`config.mk`:
```
export PLATFORM = sky130hd
export DESIGN_NAME = multicycle_control
export DESIGN_NICKNAME = d
export VERILOG_FILES = /design/src/rtl/multicycle_control.sv
export SDC_FILE = /design/constraint.sdc
export NUM_CORES = 1
export LEC_CHECK = 0
export ABC_AREA = 1
export CAP_MARGIN = 20
export CORE_MARGIN = 10
export CORE_UTILIZATION = 43
export CTS_CLUSTER_SIZE = 8
export DETAILED_ROUTE_END_ITERATION = 8
export PLACE_DENSITY = 0.84
export SKIP_CTS_REPAIR_TIMING = 1
export SLEW_MARGIN = 20
export SYNTH_ARGS = -nofsm -noshare
export SYNTH_HDL_FRONTEND = slang
export SYNTH_SLANG_ARGS = --single-unit
```
`constraint.sdc`:
```
create_clock -name clk -period 1.8 [get_ports clk]
set_input_delay 0.45 -clock clk [delete_from_list [all_inputs] [get_ports clk]]
set_output_delay 0.45 -clock clk [all_outputs]
set_load 0.1 [all_outputs]
```
`src/rtl/multicycle_control.sv`:
```
// rtl/multicycle_control.sv - multi-cycle control FSM with memory handshake, timeout and illegal-opcode traps
module multicycle_control #(
  parameter int ALUOP_W     = 7,
  parameter int MEM_TIMEOUT = 15,
  parameter int TMR_W       = 4
) (
  input  logic               clk,
  input  logic               rst_n,
  input  logic [5:0]         opcode,
  input  logic               mem_ready,
  output logic               pc_write,
  output logic               pc_write_cond,
  output logic               ir_write,
  output logic               i_or_d,
  output logic               reg_dst,
  output logic               mem_to_reg,
  output logic               mem_write,
  output logic [1:0]         mem_read,
  output logic               alu_src_a,
  output logic [1:0]         alu_src_b,
  output logic [ALUOP_W-1:0] alu_op,
  output logic               reg_write,
  output logic [1:0]         pc_source,
  output logic [3:0]         state,
  output logic               trap
);

  localparam logic [3:0] S_FETCH  = 4'd0;
  localparam logic [3:0] S_DECODE = 4'd1;
  localparam logic [3:0] S_MEMADR = 4'd2;
  localparam logic [3:0] S_MEMRD  = 4'd3;
  localparam logic [3:0] S_MEMWB  = 4'd4;
  localparam logic [3:0] S_MEMWR  = 4'd5;
  localparam logic [3:0] S_EXEC   = 4'd6;
  localparam logic [3:0] S_RWB    = 4'd7;
  localparam logic [3:0] S_BRANCH = 4'd8;
  localparam logic [3:0] S_JUMP   = 4'd9;
  localparam logic [3:0] S_ADDIEX = 4'd10;
  localparam logic [3:0] S_ADDIWB = 4'd11;
  localparam logic [3:0] S_TRAP   = 4'd12;

  localparam logic [5:0] OP_RTYPE = 6'b000000;
  localparam logic [5:0] OP_LB    = 6'b100000;
  localparam logic [5:0] OP_LH    = 6'b100001;
  localparam logic [5:0] OP_LW    = 6'b100011;
  localparam logic [5:0] OP_SW    = 6'b101011;
  localparam logic [5:0] OP_BEQ   = 6'b000100;
  localparam logic [5:0] OP_J     = 6'b000010;
  localparam logic [5:0] OP_ADDI  = 6'b001000;

  localparam logic [ALUOP_W-1:0] ALU_ADD   = ALUOP_W'(0);
  localparam logic [ALUOP_W-1:0] ALU_SUB   = ALUOP_W'(1);
  localparam logic [ALUOP_W-1:0] ALU_FUNCT = ALUOP_W'(2);

  logic [3:0]       state_q, state_d;
  logic [TMR_W-1:0] wait_cnt_q, wait_cnt_d;
  logic             trap_q, trap_d;
  logic             waiting, timeout;

  logic               pc_write_s, pc_write_cond_s, ir_write_s, i_or_d_s;
  logic               reg_dst_s, mem_to_reg_s, mem_write_s, alu_src_a_s, reg_write_s;
  logic [1:0]         mem_read_s, alu_src_b_s, pc_source_s;
  logic [ALUOP_W-1:0] alu_op_s;

  always_comb begin
    waiting = (state_q == S_FETCH) || (state_q == S_MEMRD) || (state_q == S_MEMWR);
    timeout = waiting && !mem_ready && (wait_cnt_q == TMR_W'(MEM_TIMEOUT));
  end

  always_comb begin
    state_d = state_q;
    case (state_q)
      S_FETCH:  if (mem_ready) state_d = S_DECODE;
      S_DECODE: begin
        case (opcode)
          OP_RTYPE:            state_d = S_EXEC;
          OP_LB, OP_LH, OP_LW: state_d = S_MEMADR;
          OP_SW:               state_d = S_MEMADR;
          OP_BEQ:              state_d = S_BRANCH;
          OP_J:                state_d = S_JUMP;
          OP_ADDI:             state_d = S_ADDIEX;
          default:             state_d = S_TRAP;
        endcase
      end
      S_MEMADR: state_d = (opcode == OP_SW) ? S_MEMWR : S_MEMRD;
      S_MEMRD:  if (mem_ready) state_d = S_MEMWB;
      S_MEMWB:  state_d = S_FETCH;
      S_MEMWR:  if (mem_ready) state_d = S_FETCH;
      S_EXEC:   state_d = S_RWB;
      S_RWB:    state_d = S_FETCH;
      S_BRANCH: state_d = S_FETCH;
      S_JUMP:   state_d = S_FETCH;
      S_ADDIEX: state_d = S_ADDIWB;
      S_ADDIWB: state_d = S_FETCH;
      default:  state_d = S_TRAP;
    endcase
    if (timeout) state_d = S_TRAP;
  end

  // Counting only while stalled in the same wait state gives clear-on-entry and clear-on-ready for free.
  always_comb begin
    wait_cnt_d = '0;
    if (waiting && !mem_ready && (state_d == state_q)) wait_cnt_d = wait_cnt_q + TMR_W'(1);
    trap_d = trap_q || (state_d == S_TRAP);
  end

  always_ff @(posedge clk) begin
    if (!rst_n) begin
      state_q    <= S_FETCH;
      wait_cnt_q <= '0;
      trap_q     <= 1'b0;
    end else begin
      state_q    <= state_d;
      wait_cnt_q <= wait_cnt_d;
      trap_q     <= trap_d;
    end
  end

  always_comb begin
    pc_write_s      = 1'b0;
    pc_write_cond_s = 1'b0;
    ir_write_s      = 1'b0;
    i_or_d_s        = 1'b0;
    reg_dst_s       = 1'b0;
    mem_to_reg_s    = 1'b0;
    mem_write_s     = 1'b0;
    mem_read_s      = 2'b00;
    alu_src_a_s     = 1'b0;
    alu_src_b_s     = 2'b00;
    alu_op_s        = ALU_ADD;
    reg_write_s     = 1'b0;
    pc_source_s     = 2'b00;
    case (state_q)
      S_FETCH: begin
        mem_read_s  = 2'b11;
        alu_src_b_s = 2'b01;
        ir_write_s  = mem_ready;
        pc_write_s  = mem_ready;
      end
      S_DECODE: alu_src_b_s = 2'b11;
      S_MEMADR: begin
        alu_src_a_s = 1'b1;
        alu_src_b_s = 2'b10;
      end
      S_MEMRD: begin
        i_or_d_s = 1'b1;
        case (opcode)
          OP_LB:   mem_read_s = 2'b01;
          OP_LH:   mem_read_s = 2'b10;
          default: mem_read_s = 2'b11;
        endcase
      end
      S_MEMWB: begin
        reg_write_s  = 1'b1;
        mem_to_reg_s = 1'b1;
      end
      S_MEMWR: begin
        i_or_d_s    = 1'b1;
        mem_write_s = 1'b1;
      end
      S_EXEC: begin
        alu_src_a_s = 1'b1;
        alu_op_s    = ALU_FUNCT;
      end
      S_RWB: begin
        reg_write_s = 1'b1;
        reg_dst_s   = 1'b1;
      end
      S_BRANCH: begin
        alu_src_a_s     = 1'b1;
        alu_op_s        = ALU_SUB;
        pc_write_cond_s = 1'b1;
        pc_source_s     = 2'b01;
      end
      S_JUMP: begin
        pc_write_s  = 1'b1;
        pc_source_s = 2'b10;
      end
      S_ADDIEX: begin
        alu_src_a_s = 1'b1;
        alu_src_b_s = 2'b10;
      end
      S_ADDIWB: reg_write_s = 1'b1;
      default: ;
    endcase
  end

  // Reset forces every output low combinationally so an aborted instruction cannot strobe anything.
  always_comb begin
    pc_write      = rst_n & pc_write_s;
    pc_write_cond = rst_n & pc_write_cond_s;
    ir_write      = rst_n & ir_write_s;
    i_or_d        = rst_n & i_or_d_s;
    reg_dst       = rst_n & reg_dst_s;
    mem_to_reg    = rst_n & mem_to_reg_s;
    mem_write     = rst_n & mem_write_s;
    mem_read      = rst_n ? mem_read_s  : 2'b00;
    alu_src_a     = rst_n & alu_src_a_s;
    alu_src_b     = rst_n ? alu_src_b_s : 2'b00;
    alu_op        = rst_n ? alu_op_s    : '0;
    reg_write     = rst_n & reg_write_s;
    pc_source     = rst_n ? pc_source_s : 2'b00;
    state         = rst_n ? state_q     : 4'd0;
    trap          = rst_n & trap_q;
  end

endmodule

```
==> flow_summary.yaml, run 1 <==
yosys:
  ys.flop_type: "dfxtp_1"
  synth-edff-count: 0
  ys_ff_latch: 9
  synthesis.instances: 162
  yosysUniqueCellTypes: 27
  ys.warnings.count: 0
  synth_area_per_cell_um2: 5.723
  synthesis.area_um2: 927.1
  async_flop_share_pct: 0
  yosysSeqAreaShare_pct: 19.43
clock_network:
  cts.sinks: 9
  cts_buffer_depth: 2
  cts-root-buf: "clkbuf_4"
  cts_buffers: 3
  cts.htree.levels: 1
die:
  die_height_um: 66.44
  die_w_um: 66.44
  core.rowCount: 16
  initial_utilization_pct: 46.31
  pin_count: 36
placed_design:
  dp_slack_ns: -0.4689
  dp_hpwl_um: 3334
  portBuffers: 30
  postPlaceCellArea_um2: 1812
  gp_congestion: 0.9394
run_status:
  error_line: "[ERROR DPL-0038] Utilization greater than 100%, impossible to legalize"
  status: "stopped before the end"
  outcome.stop_stage: "5_1_grt"
sta:
  worstEpCategory: "output port"
  worst_endpoint: "reg_write"
global_route:
  grt_start_max_net_pins: 14
==> kinds of logic after synthesis <==
family	Yosys count	synth area share, %
adder cells (fa/ha/maj)	1	1.349
other	1	0.4045
buffers and inverters	38	19.03
AO/OA/AOI/OAI	15	9.311
AND/OR/NAND/NOR	96	48.58
flip-flops	9	19.43
XOR/XNOR	2	1.890
==> Yosys cell counts, drive strengths merged, types with 2 or more instances <==
cell | instances | share of area [%]
a21oi | 7 | 3.8
a31oi | 2 | 1.3
buf | 9 | 7.3
clkbuf | 2 | 0.81
dfxtp | 9 | 19
inv | 26 | 11
nand2 | 41 | 17
nand3 | 14 | 9.2
nand4 | 2 | 3.0
nor2 | 35 | 16
nor3 | 3 | 2.8
o21ai | 3 | 1.6
==> through the flow <==
step | hold slack [ns] | instances
after floorplan | 0.4175 | 166
after global placement | 0.4329 | 242
after detailed placement | 0.4360 | 242
after CTS | 0.4489 | 246
==> run 2: changes to the inputs <==
CORE_AREA = 10 10 71 73   (was default)
CORE_MARGIN = default   (was 10)
CORE_UTILIZATION = default   (was 43)
CTS_CLUSTER_SIZE = default   (was 8)
DIE_AREA = 0 0 81 83   (was default)
PLACE_DENSITY = default   (was 0.84)
PLACE_DENSITY_LB_ADDON = 0.15   (was default)
==> run 2 against run 1 <==
Net effect:
- the flow now finishes, with violations (setup timing)
- area after synthesis is the same
- synthesized cell count is the same
==> flow_summary.yaml, run 2 <==
sta:
  worst_hold_slack_ns: 0.4554
  min_period_over_period_pct: 105.5
  setup_tns_ns: -0.9607
  skew_ns: 0.002225
  timing.final.ws_setup_ns: -0.09938
  rsz0062_at_grt: "yes"
  hold_viol_final: 0
  fmax_mhz: 526.5
  min_period_ns: 1.899
  maxSlewViolCount: 0
  finalSetupViolCount: 17
clock_network:
  cts-root-buf: "clkbuf_8"
  tritoncts: "yes"
  cts.sinks: 9
  cts_buffers: 3
  cts.htree.levels: 1
  clk_latency_ns: 0.22
  cts.clk_slew.worst_paths_ns: 0.04
  cts_buffer_depth: 2
drt:
  dr.pass1.iters: 4
  totalWireLength_um: 3301
  routedWlPerCell_um: 11.87
  dr_total_vias: 1222
  via_per_inst: 4.396
  first_iter_violations: 63
  drc: 0
  ant_nets: 0
run_status:
  violations: "setup timing"
  status: "finished with violations"
die:
  core_region_area_um2: 3633
  initial_utilization_pct: 25.52
  die_w_um: 81
  die_area_um2: 6723
  core.rowCount: 22
  die_height_um: 83
  pin_count: 36
global_route:
  grt.overflow.total: 0
  grt_start_max_net_pins: 18
  antenna_found_initial: 0
  gr-usage-all-layers_pct: 8.764
  grt_pass1_wl_um: 5064
  grt_pass1_vias: 1161
placed_design:
  portBuffers: 30
  dp_hpwl_um: 2646
  gp_congestion: 0.8423
  dp_slack_ns: -0.4136
yosys:
  synthesis.area_um2: 927.1
  synth_area_per_cell_um2: 5.723
  synthesis.instances: 162
  synth-edff-count: 0
  async_flop_share_pct: 0
  ys.warnings.count: 0
  yosysUniqueCellTypes: 27
  yosysTopAreaCell: "dfxtp_1"
  ys.flop_type: "dfxtp_1"
  yosysMostFrequentCell: "nand2_1"
  synth_top_area_share_pct: 19.43
  ys_top_cells_by_count: "39 x nand2_1, 33 x nor2_1, 23 x inv_1"
  ys_ff_latch: 9
  ys_top_cells_by_area: "dfxtp_1 19%, nand2_1 16%, nor2_1 13%"
  yosysSeqAreaShare_pct: 19.43
worst_setup_path:
  cp_common_cell: "inv_2"
  worstSetupPathType: "reg -> out"
  cp-start-kind: "flip-flop"
  critPathSlowestCell: "dfxtp_4"
  path_max_fanout: 7
  worst_ep_required_time_ns: 1.35
  slowest_delay_ns: 0.36
  arrival_ns: 1.45
  crit_path_end_kind: "output port"
  crit_chain: "nor2_4 > inv_2 > nor3_4 > inv_2 > a21oi_4 > buf_12"
layout:
  final_cell_mix: "36 x buf_4, 34 x nand2_1, 23 x buf_12"
  fillCellCount: 344
  area_growth_syn_to_layout_pct: 122.7
  final_net_count: 241
  final_common_cell: "buf_4"
  layout-drive-gt1-share_pct: 50.87
  top_regs: "state_q x4, wait_cnt_q x4, trap_q x1"
  antenna_cells: 0
job:
  max_cap_violations: 0
hold_path:
  min_path_type: "reg -> reg"
pwr:
  power.density_nw_per_um2: 539.3
  vdd_drop_max_v: 0.0004508
  leakage_nw: 0.9850
run 2: worst paths after layout:
kind | start | endpoint | slack [ns] | cells past startpoint
setup / recovery | state_q[3] | alu_src_b[1] | -0.1 | 6
setup reg to reg | state_q[2] | wait_cnt_q[2] | 0.19 | 10
hold reg to reg | wait_cnt_q[0] | wait_cnt_q[0] | 0.46 | 1
hold / removal | wait_cnt_q[0] | wait_cnt_q[0] | 0.46 | 1
run 2: power by group:
part           switching, mW  internal, mW
registers             0.0142         0.209
logic                  0.422         0.244
clock network         0.0710         0.154
run 2: per-layer routing:
metal	wire, um	global-route usage (%)
met5	0	0
met3	143	2.155
met4	36	1.878
met1	1354	10.02
met2	1767	15.63
run 2: stage by stage:
stage	cell area, um2	cells	power, mW	utilization [%]
CTS	1868	265	1.074	51.41
floorplan	1134	166	0.6427	-
global placement	1823	261	0.8363	50.17
detailed placement	1823	261	0.8428	50.17
global route	2064	278	1.170	56.82
finish	2064	278	1.113	56.82
run 2: cell type report:
class	count	area, um2	area share, %
repair buffers	71	875.8	42.42
clock buffers	4	45.04	2.182
inverters	27	108.9	5.273
multi-input cells	119	782.0	37.88
well taps	48	60.06	2.909
flip-flops and latches	9	192.7	9.333
run 2: logic make-up after synthesis:
| logic type | after synthesis | share of synthesized area [%] |
|---|---|---|
| XOR/XNOR | 2 | 1.890 |
| AO/OA/AOI/OAI | 15 | 9.311 |
| AND/OR/NAND/NOR | 96 | 48.58 |
| adder cells (fa/ha/maj) | 1 | 1.349 |
| buffers and inverters | 38 | 19.03 |
| flip-flops | 9 | 19.43 |
| other | 1 | 0.4045 |
run 2: worst max-delay path, delay by kind of cell, from the launching register on:
kind            cells  cell delay [ns]
compound gates      1             0.17
buf+inv             3             0.34
flops               1             0.36
simple gates        2             0.36
No activity file was read; power rests on OpenSTA's default activity.
